===== config.mk =====
export PLATFORM = sky130hd
export DESIGN_NAME = frame_strobe_gen
export DESIGN_NICKNAME = d
export VERILOG_FILES = /design/src/rtl/frame_strobe_gen.sv
export SDC_FILE = /design/constraint.sdc
export NUM_CORES = 1
export LEC_CHECK = 0
export CORE_ASPECT_RATIO = 0.6
export CORE_MARGIN = 2
export CORE_UTILIZATION = 39
export CTS_CLUSTER_DIAMETER = 30
export CTS_CLUSTER_SIZE = 40
export DETAILED_ROUTE_END_ITERATION = 12
export HOLD_SLACK_MARGIN = 0.06
export MAX_ROUTING_LAYER = met4
export PLACE_DENSITY = 0.81
export SKIP_CTS_REPAIR_TIMING = 1
export SLEW_MARGIN = 20
export SYNTH_ARGS = -nofsm -noshare
export SYNTH_HDL_FRONTEND = slang
export SYNTH_SLANG_ARGS = --single-unit

===== constraint.sdc =====
create_clock -name UserCLK -period 1.5 [get_ports UserCLK]
set_input_delay 0.225 -clock UserCLK [delete_from_list [all_inputs] [get_ports UserCLK]]
set_output_delay 0.225 -clock UserCLK [all_outputs]
set_load 0.005 [all_outputs]

===== src/rtl/frame_strobe_gen.sv =====
`default_nettype none
// ============================================================================
// Module   : frame_strobe_gen
// Purpose  : Column-base frame write sequencer. Filters requests by column,
//            then runs each write as data setup -> one-hot strobe -> data hold.
// Revision : 1.0  initial release
// ============================================================================
module frame_strobe_gen #(
  parameter int MaxFramesPerCol = 20,
  parameter int FrameBitsPerRow = 32,
  parameter int ColBits         = 5,
  parameter int ColumnId        = 0,
  parameter int SetupCycles     = 1,
  parameter int StrobeCycles    = 1,
  parameter int HoldCycles      = 1
) (
  input  logic                       UserCLK,
  input  logic                       resetn,
  input  logic                       req_valid,
  output logic                       req_ready,
  input  logic [ColBits-1:0]         req_col,
  input  logic [4:0]                 req_frame,
  input  logic [FrameBitsPerRow-1:0] req_data,
  output logic [FrameBitsPerRow-1:0] FrameData,
  output logic [MaxFramesPerCol-1:0] FrameStrobe,
  output logic                       busy,
  output logic                       err_addr,
  output logic [15:0]                frames_written
);

  // Zero-length phases are stretched to one cycle.
  localparam int C_SETUP_N  = (SetupCycles  < 1) ? 1 : SetupCycles;
  localparam int C_STROBE_N = (StrobeCycles < 1) ? 1 : StrobeCycles;
  localparam int C_HOLD_N   = (HoldCycles   < 1) ? 1 : HoldCycles;
  localparam int C_MAX_A    = (C_SETUP_N > C_STROBE_N) ? C_SETUP_N : C_STROBE_N;
  localparam int C_MAX_N    = (C_MAX_A > C_HOLD_N) ? C_MAX_A : C_HOLD_N;
  localparam int C_CNT_W    = (C_MAX_N > 1) ? $clog2(C_MAX_N) : 1;

  localparam logic [C_CNT_W-1:0] C_SETUP_LD  = C_CNT_W'(C_SETUP_N - 1);
  localparam logic [C_CNT_W-1:0] C_STROBE_LD = C_CNT_W'(C_STROBE_N - 1);
  localparam logic [C_CNT_W-1:0] C_HOLD_LD   = C_CNT_W'(C_HOLD_N - 1);
  localparam logic [ColBits-1:0] C_COL_ID    = ColBits'(ColumnId);

  typedef enum logic [1:0] {
    S_IDLE   = 2'd0,
    S_SETUP  = 2'd1,
    S_STROBE = 2'd2,
    S_HOLD   = 2'd3
  } state_t;

  state_t                       state_q, state_d;
  logic [C_CNT_W-1:0]           cnt_q, cnt_d;
  logic [4:0]                   frame_q, frame_d;
  logic [FrameBitsPerRow-1:0]   data_q, data_d;
  logic [MaxFramesPerCol-1:0]   strobe_q, strobe_d;
  logic                         err_q, err_d;
  logic [15:0]                  frames_written_q, frames_written_d;

  logic                         w_col_match;
  logic                         w_frame_ok;
  logic [MaxFramesPerCol-1:0]   w_onehot;

  assign w_col_match = (req_col == C_COL_ID);
  assign w_frame_ok  = (32'(req_frame) < MaxFramesPerCol);

  always_comb begin
    w_onehot = '0;
    for (int i = 0; i < MaxFramesPerCol; i++) begin
      w_onehot[i] = (frame_q == 5'(i));
    end
  end

  // Strobe is computed from the next state so it leaves a flop with no decode.
  always_comb begin
    state_d          = state_q;
    cnt_d            = cnt_q;
    frame_d          = frame_q;
    data_d           = data_q;
    strobe_d         = '0;
    err_d            = err_q;
    frames_written_d = frames_written_q;

    case (state_q)
      S_IDLE: begin
        if (req_valid && w_col_match) begin
          if (w_frame_ok) begin
            data_d  = req_data;
            frame_d = req_frame;
            cnt_d   = C_SETUP_LD;
            state_d = S_SETUP;
          end else begin
            err_d = 1'b1;
          end
        end
      end
      S_SETUP: begin
        if (cnt_q == '0) begin
          cnt_d    = C_STROBE_LD;
          state_d  = S_STROBE;
          strobe_d = w_onehot;
        end else begin
          cnt_d = cnt_q - C_CNT_W'(1);
        end
      end
      S_STROBE: begin
        if (cnt_q == '0) begin
          cnt_d            = C_HOLD_LD;
          state_d          = S_HOLD;
          frames_written_d = frames_written_q + 16'd1;
        end else begin
          cnt_d    = cnt_q - C_CNT_W'(1);
          strobe_d = w_onehot;
        end
      end
      S_HOLD: begin
        if (cnt_q == '0) begin
          state_d = S_IDLE;
        end else begin
          cnt_d = cnt_q - C_CNT_W'(1);
        end
      end
      default: begin
        state_d = S_IDLE;
      end
    endcase
  end

  always_ff @(posedge UserCLK) begin
    if (!resetn) begin
      state_q          <= S_IDLE;
      cnt_q            <= '0;
      frame_q          <= '0;
      data_q           <= '0;
      strobe_q         <= '0;
      err_q            <= 1'b0;
      frames_written_q <= '0;
    end else begin
      state_q          <= state_d;
      cnt_q            <= cnt_d;
      frame_q          <= frame_d;
      data_q           <= data_d;
      strobe_q         <= strobe_d;
      err_q            <= err_d;
      frames_written_q <= frames_written_d;
    end
  end

  assign req_ready      = (state_q == S_IDLE) && resetn;
  assign busy           = (state_q != S_IDLE);
  assign FrameData      = data_q;
  assign FrameStrobe    = strobe_q;
  assign err_addr       = err_q;
  assign frames_written = frames_written_q;

endmodule
`default_nettype wire

; Word level (Yosys, flattened, before mapping)
; Index checks and enable logic that the tools add are counted.
[totals]
ff_bits = 77
output_inout_bits = 71
in_bits = 45
[op_classes]
add_sub_neg = 2
n_mux = 13
n_bitwise = 2
eq_ne = 27
order_cmp = 1
reduce_logical = 12
[ops]
columns = operator, count
row1 = $eq A5 B4 Y1 const B, 8
row2 = $mux W20, 2
row3 = $pmux W20 S2, 1
row4 = $eq A5 B3 Y1 const B, 4
row5 = $eq A5 B5 Y1 const B, 4
row6 = $add A16 B1 Y16 const B, 1
row7 = $eq A5 B2 Y1 const B, 2
row8 = $logic_not A5 Y1, 2
row9 = $mux W2, 5
row10 = $ne A2 B2 Y1 const B, 5
row11 = $pmux W2 S4, 1
row12 = $reduce_and A3 Y1, 2
row13 = $eq A5 B1 Y1 const B, 1
row14 = $lt A5 B5 Y1 const B, 1
row15 = $reduce_and A5 Y1, 1
row16 = $eq A2 B2 Y1 const B, 2
row17 = $reduce_and A2 Y1, 2
row18 = $mux W1, 3
row19 = $reduce_or A3 Y1, 1
row20 = $eq A2 B1 Y1 const B, 1
row21 = $logic_and A1 B1 Y1, 2
row22 = $logic_not A2 Y1, 1
row23 = $not A1 Y1, 2
row24 = $pmux W1 S2, 1
row25 = other kinds (2), 2

; Depth between registers and ports, before layout
[logic_depth]
ltp_word = 4
mapped_depth = 6
depth_no_buf = 5

; Worst setup path before layout
; No wires, ideal clock.
[synth_timing]
path_type = reg2reg
from = reg state_q[0]
to = reg frames_written_q[10], in the netlist frames_written[10]
setup_slack_ns = 0.001
required_time_ns = 1.429
synth_period_minus_slack_ns = 1.499
arrival_time_ns = 1.428
path_stages_with_launch = 7
setup_ns = 0.071
path_cell_list = dfxtp_1 > inv_1 > ha_1 > buf_4 > nand4_2 > or4_1 > a21oi_1
[synth_between]
elab_chain_len = 2
[synth_lines]
columns = item, line
row1 = "start, declared", 51  ; state_t state_q, state_d;
row2 = "start signal, assigned", 138  ; state_q <= state_d;
row3 = $eq A2 B2 Y1, 83  ; case (state_q)
row4 = $reduce_and A2 Y1 (no source line), --
row5 = "end signal, assigned", 144  ; frames_written_q <= frames_written_d;
row6 = "end, declared", 57  ; logic [15:0] frames_written_q, frames_written_d;
; Every way passes these cells.
; A chain may end at the register's enable or synchronous reset.

; Worst setup path after layout
[layout_timing]
from = reg state_q[0]
to = reg frames_written_q[5], in the netlist frames_written[5]
; Same word-level chain as after synthesis.

==> impl_metrics.ini <==
[global_route]
antenna_found_initial = 0
global_route.overflow_total = 0
grt_util_all_layers_pct = 18.7
global_route_wire_length_before_repair_mm = 12.5
pin_count_of_the_biggest_net_entering_global_routing = 41
via_count_of_the_first_global_routing_pass = 2621

[clock_network]
cts_buffers = 9
cts-root-to-sink-buffers = 2
ctsRootBufferMaster = clkbuf_16
clock_sinks = 76
worstSkewPairLatency_ps = 330
cts_tree = done
clkSlewWorstSetupHoldPaths_ps = 60
cts-htree-levels = 3

[timing]
final_max_slew_viol_count = 0
worst-slew-pin-transition_ps = 348
setup_viol = 0
finalHoldViolCount = 0
final_min_period_over_clock_period_pct = 99.0
grt_setup_unrepaired = yes
fmax_ghz = 0.673
min_period_ps = 1490
timing.clock.skew_ps = 8.43
max_slew_margin_pct = 76.6

[status]
status = completed

[synth]
postSynthCellCount = 329
synthFlopType = dfxtp_1
synth-async-reset-ratio_pct = 0
post_synth_instance_area_um2 = 3060
syn_area_per_cell_um2 = 9.29
count_of_flip_flops_with_a_built_in_enable_after_synthesis = 0
sequential_fraction_of_the_synthesis_area_pct = 49.8
synth.lib_cells_used.distinct = 35
syn-num-nets = 378
synth-seq-cells = 76
synthesis.yosys.warnings = 0

[min_path]
worst_hold_path.endpoint = frames_written[8]$_SDFFE_PN0P_
worstHoldPathType = primary input to register
holdCritStartpoint = resetn
min_path_cells = 4

[cells_and_area]
antenna_cells = 0
cell_count_final_fillers_out = 572
layout-drive-gt1-share_pct = 16.7
area.growth.synth_to_final_pct = 63.0
finish.utilization_pct = 67.2
finish.net_count = 512

[placed_design]
hpwl_after_detailed_placement_mm = 5.65
placedCellCount = 549
port_buffers = 115
gp_congestion = 0.814

[routing]
route.final.wire_length_mm = 8.37
drtIter0Drc = 112
ant_nets = 0
post_drt_via_cell_ratio = 4.88
remaining_drc_errors = 0
drt_pass1_iterations = 4
dr_total_vias = 2791
routed_wire_length_per_instance_um = 14.6

[critical_path]
critical_path_arrival_ps = 1740
ff2ff_setup_slack_ps = 10
r2r.worst_path.cells = 6
startpoint_type = register
path_class = register to register
required_ps = 1750
crit_path_max_fanout = 4
crit_path_end_kind = register
r2r_start = state_q[0]$_SDFFE_PN0P_
regToRegEndpoint = frames_written[5]$_SDFFE_PN0P_

[floorplanning]
die_x_um = 118
die_area_um2 = 8580
die_y_um = 72.6
design.portCount = 116
core_area_um2 = 7420
fp-row-count = 24
initial_core_util_pct = 41.2

[pwr]
power.total_w = 0.00490
irDropWorstVdd_mv = 0.534
static-leakage-power_nw = 1.94
power.density_cell_area_nw_per_um2 = 984

[run]
maxCapViolations = 0
==> cell families (layout without fill, tap and decap cells) <==
family / Yosys count / count (layout) / share of synthesized area (%)
compound gates: 18 / 18 / 3.48
xor+xnor: 4 / 4 / 1.15
fa+ha+maj: 4 / 4 / 1.64
buf+inv: 27 / 166 / 5.81
flops: 76 / 76 / 49.8
mux: 44 / 44 / 14.4
simple gates: 156 / 156 / 23.7
==> stage by stage <==
stage	TNS (ps)	hold WS (ps)	setup slack [ps]	area (µm²)
final	0	315	14.6	4980
after global routing	-113	319	-64.0	4980
after CTS	-1450	306	-377	4700
after detailed placement	-11120	450	-333	4370
after global placement	-9430	442	-262	4370
after floorplan	0	367	1.06	3060
==> power by group <==
part | switching [W] | internal (W)
Clock | 0.000826 | 0.00151
Combinational | 0.000225 | 0.000292
Sequential | 0.0000186 | 0.00203
==> cells in the final DEF, fill, tap and decap left out, drive strengths merged <==
cell	netlist	layout
nor3	5	5
a31oi	2	2
clkdlybuf4s50	0	103
a21oi	6	6
nor3b	3	3
mux2i	44	44
xnor2	1	1
ha	4	4
clkinvlp	0	2
xor2	3	3
nand2b	7	7
nand3b	2	2
buf	16	27
nor2b	1	1
a41oi	1	1
dlymetal6s2s	0	11
o21ai	5	5
inv	5	6
or4	3	3
nand3	5	5
and4	1	1
dfxtp	76	76
nor2	21	21
nand2	90	90
o21a	1	1
bufinv	0	2
nor4	6	6
o31ai	2	2
clkbuf	6	15
and4b	1	1
o211ai	1	1
nand4	8	8
or3	3	3
==> critical path, cell delays in order (launching register included) <==
cell     delay [ps]
dfxtp_2         330
inv_4            70
ha_4            160
nand4_1         190
buf_4           210
or3_1           300
a21oi_1         150
==> synthesized netlist by cell type (2+ instances only) <==
master	instances	share of area, %
mux2i_1	44	14
o31ai_1	2	0.49
inv_1	5	0.61
buf_1	5	0.61
nand2_1	90	11
dfxtp_1	76	50
nand2b_1	7	1.4
nor4_1	5	1.0
clkbuf_1	6	0.74
buf_12	4	2.6
nor3_1	5	0.82
nor2_1	21	2.6
nand3_1	5	0.82
nand3b_1	2	0.49
xor2_1	3	0.86
buf_2	6	0.98
or3_1	3	0.61
ha_1	4	1.6
nand4_1	7	1.4
a31oi_1	2	0.41
a21oi_1	6	0.98
o21ai_0	4	0.65
or4_1	3	0.74
nor3b_1	3	0.74
==> state kept, by name, indices dropped and copies added, names as in the netlist <==
name / count
FrameStrobe: 20
FrameData: 32
frame_q: 5
state_q: 2
frames_written: 16
err_addr: 1
==> routing by layer <==
| metal | vias up | routed length, µm | GRT usage [%] |
|---|---|---|---|
| met5 | - | 0 | - |
| met4 | 0 | 114 | 4.69 |
| met3 | 16 | 536 | 7.66 |
| met2 | 90 | 3710 | 27.5 |
| met1 | 1300 | 4010 | 24.0 |
| li1 | 1385 | - | - |
==> cell type report <==
type	count	area [µm²]
flip-flops and latches	76	1550
fillers	588	2440
well taps	104	130
multi-input cells	226	1450
clock buffers	11	243
inverters	5	23.8
clock inverters	5	83.8
repair buffers	145	1500
==> worst max-delay path by stage <==
stage	from	end	cells past startpoint
2_1_floorplan	state_q[0]$_SDFFE_PN0P_	frames_written[10]$_SDFFE_PN0P_	6
3_3_place_gp	req_col[1]	FrameData[0]$_SDFFE_PN0P_	5
5_1_grt	state_q[0]$_SDFFE_PN0P_	frames_written[12]$_SDFFE_PN0P_	5
3_5_place_dp	req_col[1]	FrameData[10]$_SDFFE_PN0P_	5
4_1_cts	state_q[1]$_SDFFE_PN0P_	req_ready	5
6_report	state_q[0]$_SDFFE_PN0P_	frames_written[5]$_SDFFE_PN0P_	6
No activity file was read; power rests on OpenSTA's default activity.
